==> src/rtl/mem_port_arbiter_if.sv <==
// Two-requester memory port bundle: request/grant/done per port plus the memory pins.
// The slave modport is the arbiter's view; the master modport is the requesters' and memory's view.
interface mem_port_arbiter_if #(
    parameter int AW = 6,
    parameter int DW = 16
);
    logic          req0, we0, gnt0, done0;
    logic [AW-1:0] addr0;
    logic [DW-1:0] wd0, rdata0;
    logic          req1, we1, gnt1, done1;
    logic [AW-1:0] addr1;
    logic [DW-1:0] wd1, rdata1;
    logic [AW-1:0] mem_addr;
    logic [DW-1:0] mem_wd, mem_rd;
    logic          mem_we;

    modport slave (
        input  req0, we0, addr0, wd0, req1, we1, addr1, wd1, mem_rd,
        output gnt0, done0, rdata0, gnt1, done1, rdata1, mem_addr, mem_wd, mem_we
    );

    modport master (
        output req0, we0, addr0, wd0, req1, we1, addr1, wd1, mem_rd,
        input  gnt0, done0, rdata0, gnt1, done1, rdata1, mem_addr, mem_wd, mem_we
    );
endinterface

==> src/rtl/mem_port_arbiter.sv <==
// Round-robin arbiter sharing one single-port memory between the CPU path (port 0) and the loader (port 1).
// Optional macro ARB_PERF_CNT_EN adds saturating grant/conflict counters.
//
// state  | meaning
// IDLE   | arbitrate; may grant one request this cycle; done pulse of previous access shows here
// ACCESS | memory pins driven from the issue registers for exactly one cycle
module mem_port_arbiter #(
    parameter int AW         = 6,
    parameter int DW         = 16,
    parameter int RESET_PRIO = 0
) (
    input  logic                clk,
    input  logic                reset,
    mem_port_arbiter_if.slave   bus
`ifdef ARB_PERF_CNT_EN
    ,
    output logic [15:0]         grant_cnt0,
    output logic [15:0]         grant_cnt1,
    output logic [15:0]         conflict_cnt
`endif
);
    typedef enum logic {IDLE, ACCESS} state_e;

    state_e        state_q, state_d;
    logic          prio_q, prio_d;
    logic          sel_q;
    logic          iss_we_q;
    logic [AW-1:0] iss_addr_q;
    logic [DW-1:0] iss_wd_q;
    logic          done0_q, done1_q;
    logic [DW-1:0] rdata0_q, rdata1_q;
    logic          winner, gnt0, gnt1;

    always_comb begin
        state_d = state_q;
        prio_d  = prio_q;
        gnt0    = 1'b0;
        gnt1    = 1'b0;
        winner  = prio_q;
        if (bus.req0 && !bus.req1)
            winner = 1'b0;
        else if (bus.req1 && !bus.req0)
            winner = 1'b1;
        case (state_q)
            IDLE: begin
                gnt0 = bus.req0 && !winner;
                gnt1 = bus.req1 && winner;
                if (gnt0 || gnt1) begin
                    state_d = ACCESS;
                    prio_d  = ~winner;
                end
            end
            ACCESS: state_d = IDLE;
            default: state_d = IDLE;
        endcase
    end

    always_ff @(posedge clk) begin
        if (reset) begin
            state_q    <= IDLE;
            prio_q     <= (RESET_PRIO != 0);
            sel_q      <= 1'b0;
            iss_we_q   <= 1'b0;
            iss_addr_q <= '0;
            iss_wd_q   <= '0;
            done0_q    <= 1'b0;
            done1_q    <= 1'b0;
            rdata0_q   <= '0;
            rdata1_q   <= '0;
        end else begin
            state_q <= state_d;
            prio_q  <= prio_d;
            if (gnt0 || gnt1) begin
                sel_q      <= gnt1;
                iss_we_q   <= gnt1 ? bus.we1   : bus.we0;
                iss_addr_q <= gnt1 ? bus.addr1 : bus.addr0;
                iss_wd_q   <= gnt1 ? bus.wd1   : bus.wd0;
            end
            done0_q <= (state_q == ACCESS) && !sel_q;
            done1_q <= (state_q == ACCESS) && sel_q;
            // Writes leave the port's last read data untouched.
            if (state_q == ACCESS && !iss_we_q) begin
                if (sel_q)
                    rdata1_q <= bus.mem_rd;
                else
                    rdata0_q <= bus.mem_rd;
            end
        end
    end

    assign bus.gnt0     = gnt0;
    assign bus.gnt1     = gnt1;
    assign bus.done0    = done0_q;
    assign bus.done1    = done1_q;
    assign bus.rdata0   = rdata0_q;
    assign bus.rdata1   = rdata1_q;
    assign bus.mem_addr = iss_addr_q;
    assign bus.mem_wd   = iss_wd_q;
    // Reset in the middle of an access must not let the write reach the array.
    assign bus.mem_we   = (state_q == ACCESS) && iss_we_q && !reset;

`ifdef ARB_PERF_CNT_EN
    logic [15:0] grant_cnt0_q, grant_cnt1_q, conflict_cnt_q;

    always_ff @(posedge clk) begin
        if (reset) begin
            grant_cnt0_q   <= '0;
            grant_cnt1_q   <= '0;
            conflict_cnt_q <= '0;
        end else begin
            if (gnt0 && grant_cnt0_q != 16'hFFFF)
                grant_cnt0_q <= grant_cnt0_q + 16'd1;
            if (gnt1 && grant_cnt1_q != 16'hFFFF)
                grant_cnt1_q <= grant_cnt1_q + 16'd1;
            if (state_q == IDLE && bus.req0 && bus.req1 && conflict_cnt_q != 16'hFFFF)
                conflict_cnt_q <= conflict_cnt_q + 16'd1;
        end
    end

    assign grant_cnt0   = grant_cnt0_q;
    assign grant_cnt1   = grant_cnt1_q;
    assign conflict_cnt = conflict_cnt_q;
`endif
endmodule

==> src/flat_wrapper.sv <==
// flat-port wrapper written by rule: the top's interface ports become plain ports
module mem_port_arbiter_flat 
#(
    parameter int AW         = 6,
    parameter int DW         = 16,
    parameter int RESET_PRIO = 0
)
  (clk, reset, bus_req0, bus_we0, bus_addr0, bus_wd0, bus_req1, bus_we1, bus_addr1, bus_wd1, bus_mem_rd, bus_gnt0, bus_done0, bus_rdata0, bus_gnt1, bus_done1, bus_rdata1, bus_mem_addr, bus_mem_wd, bus_mem_we);
  mem_port_arbiter_if #(.AW(AW), .DW(DW)) bus_i ();
  input  logic clk;
  input  logic reset;
  input wire logic [$bits(bus_i.req0)-1:0] bus_req0;
  input wire logic [$bits(bus_i.we0)-1:0] bus_we0;
  input wire logic [$bits(bus_i.addr0)-1:0] bus_addr0;
  input wire logic [$bits(bus_i.wd0)-1:0] bus_wd0;
  input wire logic [$bits(bus_i.req1)-1:0] bus_req1;
  input wire logic [$bits(bus_i.we1)-1:0] bus_we1;
  input wire logic [$bits(bus_i.addr1)-1:0] bus_addr1;
  input wire logic [$bits(bus_i.wd1)-1:0] bus_wd1;
  input wire logic [$bits(bus_i.mem_rd)-1:0] bus_mem_rd;
  output wire logic [$bits(bus_i.gnt0)-1:0] bus_gnt0;
  output wire logic [$bits(bus_i.done0)-1:0] bus_done0;
  output wire logic [$bits(bus_i.rdata0)-1:0] bus_rdata0;
  output wire logic [$bits(bus_i.gnt1)-1:0] bus_gnt1;
  output wire logic [$bits(bus_i.done1)-1:0] bus_done1;
  output wire logic [$bits(bus_i.rdata1)-1:0] bus_rdata1;
  output wire logic [$bits(bus_i.mem_addr)-1:0] bus_mem_addr;
  output wire logic [$bits(bus_i.mem_wd)-1:0] bus_mem_wd;
  output wire logic [$bits(bus_i.mem_we)-1:0] bus_mem_we;
  assign bus_i.req0 = bus_req0;
  assign bus_i.we0 = bus_we0;
  assign bus_i.addr0 = bus_addr0;
  assign bus_i.wd0 = bus_wd0;
  assign bus_i.req1 = bus_req1;
  assign bus_i.we1 = bus_we1;
  assign bus_i.addr1 = bus_addr1;
  assign bus_i.wd1 = bus_wd1;
  assign bus_i.mem_rd = bus_mem_rd;
  assign bus_gnt0 = bus_i.gnt0;
  assign bus_done0 = bus_i.done0;
  assign bus_rdata0 = bus_i.rdata0;
  assign bus_gnt1 = bus_i.gnt1;
  assign bus_done1 = bus_i.done1;
  assign bus_rdata1 = bus_i.rdata1;
  assign bus_mem_addr = bus_i.mem_addr;
  assign bus_mem_wd = bus_i.mem_wd;
  assign bus_mem_we = bus_i.mem_we;
  mem_port_arbiter #(.AW(AW), .DW(DW), .RESET_PRIO(RESET_PRIO)) u_core (.clk(clk), .reset(reset), .bus(bus_i));
endmodule
==> config.mk <==
export PLATFORM = sky130hd
export DESIGN_NAME = mem_port_arbiter_flat
export DESIGN_NICKNAME = d
export VERILOG_FILES = /design/src/rtl/mem_port_arbiter_if.sv /design/src/rtl/mem_port_arbiter.sv /design/src/flat_wrapper.sv
export SDC_FILE = /design/constraint.sdc
export NUM_CORES = 1
export LEC_CHECK = 0
export CORE_AREA = 2 2 78 80
export DETAILED_ROUTE_END_ITERATION = 8
export DIE_AREA = 0 0 80 82
export PLACE_DENSITY = 0.91
export SLEW_MARGIN = 5
export SYNTH_ARGS = -nofsm -noshare
export SYNTH_HDL_FRONTEND = slang
export SYNTH_SLANG_ARGS = --single-unit
==> constraint.sdc <==
create_clock -name clk -period 2.1 [get_ports clk]
set_input_delay 0.42 -clock clk [delete_from_list [all_inputs] [get_ports clk]]
set_output_delay 0.42 -clock clk [all_outputs]
set_load 0.1 [all_outputs]
==> results.yml <==
sta:
  rsz0062_at_grt: "no"
  setup_tns_ns: 0
  setup_violations: 0
  maxSlewViolCount: 0
  finalCriticalPeriod_ns: 1.947
  maxSlewHeadroom_pct: 53.96
  tightest_slew_ns: 0.6899
  fin_crit_sh_pct: 92.73
  final.setup_skew_ns: 0.006443
  hold_ws_ns: 0.4561
  finalHoldViolations: 0
  fmax_ghz: 0.5136
clocking:
  cts_made_buffers: 9
  postCtsSetupBuffers: 0
  clock_latency_ns: 0.32
  cts_buffer_depth: 2
  htreeDepth: 3
  cts_root_buf: "clkbuf_8"
  clkSlewWorstSetupHoldPaths_ns: 0.06
  cts.repair.resized: 0
  cts_tree: "yes"
  holdBufCountCts: 0
  clock_sinks: 60
synthesis:
  post_synth_num_cell_types: 21
  mappedNetlistArea_um2: 2261
  yosys_register_bits: 60
  ys_top_cells_by_count: "nand2_1, dfxtp_1, a21oi_1, mux2i_1, o2bb2ai_1"
  synth.top_cells.by_area: "dfxtp_1, nand2_1, mux2i_1, o2bb2ai_1, a21oi_1"
  synth-edff-count: 0
  yosys.cell_count.top_type: "nand2_1"
  yosys_warnings: 0
  syn_inst: 237
  synth_top_cell_by_area: "dfxtp_1"
  synth_ff_type: "dfxtp_1"
  synth_fp_nets: 303
  synthArstFlopShare_pct: 0
  synth_top_area_share_pct: 53.13
  yosysSeqAreaShare_pct: 53.13
  avgSynthCellArea_um2: 9.540
placement:
  placed_area_um2: 3463
  io_buffers: 124
  gp_congestion: 0.8453
  place_inst: 425
  dpl.hpwl_mm: 4.446
worst_hold_path:
  min_path_type: "reg -> reg"
  min-delay-start: "u_core.bus.rdata0[12]"
grt:
  antenna_found_initial: 0
  grt_pass1_vias: 2105
  grt_pass1_wl_mm: 9.411
  grt_remaining_overflow: 0
  track_usage_pct: 18.92
  grt_start_max_net_pins: 34
routing:
  num_vias: 2166
  wl_per_cell_um: 13.85
  drc: 0
  via_per_inst: 4.934
  drtIter0Drc: 80
  antenna_left: 0
  drt-total-wl_mm: 6.082
  dr.pass1.iters: 5
worst_setup_path:
  r2r_slack_ns: 0.47
  crit_top_cell: "inv_1"
  worstSetupStartpointType: "input port"
  crit_type: "in -> out"
  cpMaxStageDelayCell: "clkdlybuf4s50_1"
  crit_buf_inv: 4
  cp_cell_sequence: "clkdlybuf4s50_1 -> inv_1 -> o211ai_2 -> inv_1 -> buf_12"
  worstPathRequired_ns: 1.68
  critPathLaunch: "bus_req0"
  cp_max_fo: 2
  path_delay_family: "buffers and inverters"
  crit_path_end_kind: "output port"
  slowest_delay_ns: 0.48
  r2r-start: "u_core.state_q"
  cp_data_arrival_time_ns: 1.53
die:
  ios: 125
  die_h_um: 82
  die_w_um: 80
  fp-row-count: 28
  core-area_um2: 5746
  die_area_um2: 6560
  start_util_pct: 39.35
finish:
  final-seq-area_um2: 1201
  fin_area_um2: 3654
  fin_nets: 427
  multi_input_area_um2: 963.4
  final_cells: 439
  fillers: 492
  layout-drive-gt1-share_pct: 22.25
  area_growth_pct: 61.59
  diodes: 0
power_and_ir_drop:
  peakVddDrop_v: 0.0004578
  p_per_area_nw_per_um2: 875.2
  p_total_mw: 3.197
  leakage_nw: 1.580
job:
  maxCapViolCount: 0
outcome:
  status: "complete, no violations"
## cells in the final DEF (no fill, tap or decap)
| cell | n |
|---|---|
| nand2_1 | 65 |
| clkdlybuf4s50_1 | 65 |
| dfxtp_1 | 60 |
| buf_4 | 58 |
| a21oi_1 | 32 |
| mux2i_1 | 23 |
| o2bb2ai_1 | 23 |
| clkbuf_8 | 11 |
| buf_12 | 5 |
| inv_1 | 4 |
| nor2_1 | 3 |
| and3_1 | 2 |
| a22o_1 | 2 |
| inv_2 | 1 |
| o211ai_2 | 1 |
| a211oi_4 | 1 |
| nor3_4 | 1 |
| or3_1 | 1 |
| nor3_1 | 1 |
| nor3b_4 | 1 |
| nand3b_1 | 1 |
| bufinv_16 | 1 |
| clkinv_2 | 1 |
| clkbuf_1 | 1 |
## path summary, 6_finish.rpt
kind | to | cells past startpoint
setup / recovery | bus_gnt1 | 5
hold reg to reg | u_core.bus.rdata0[12] | 2
hold / removal | u_core.bus.rdata0[12] | 2
setup reg to reg | u_core.bus.rdata0[2] | 4
## layer usage
layer  vias to the layer above  global-route usage [%]  wire [um]
met5                         -                       0          0
met4                         0                   10.00        120
met3                         9                   7.802        568
met2                       104                   30.92       2932
met1                       989                   21.13       2461
li1                       1064                       -          -
## worst register-to-register path: stages (launching register included)
cell and delay [ns]:
dfxtp_1 0.48, inv_2 0.15, or3_1 0.62, nand2_1 0.18, a21oi_1 0.08
## per-stage QoR
step                      utilization, %  setup WS [ns]
after floorplan                        -         0.2282
after global placement             60.28         0.1989
after CTS                          63.59         0.1561
after global routing               63.59         0.1123
after detailed placement           60.28         0.1591
final                              63.59         0.1528
## logic make-up (layout without fill, tap and decap cells)
family	Yosys count	after routing	share of synthesized area, %
flip-flops	60	60	53.13
multiplexers	23	23	10.18
buffers and inverters	20	147	4.814
AND/OR/NAND/NOR	75	75	14.22
AO/OA/AOI/OAI	59	59	17.65
## power breakdown
| group | leakage (nW) | switching [mW] | internal, mW |
|---|---|---|---|
| clock | 0.0983 | 0.405 | 0.598 |
| sequential | 0.491 | 0.0498 | 1.21 |
| combinational | 0.991 | 0.654 | 0.281 |
## final cells by class
class / count / area share (%)
well taps: 75 / 2.568
clock buffers: 12 / 4.247
clock inverters: 2 / 0.9589
repair buffers: 128 / 32.47
multi-input cells: 157 / 26.37
inverters: 5 / 0.5137
flip-flops and latches: 60 / 32.88
## registers in the layout, summed over array words and instances, names as in the netlist, 6 cells and up
register / flops
u_core.bus.mem_wd: 16
u_core.bus.rdata1: 16
u_core.bus.rdata0: 16
u_core.bus.mem_addr: 6
(Power assumes the default switching activity.)
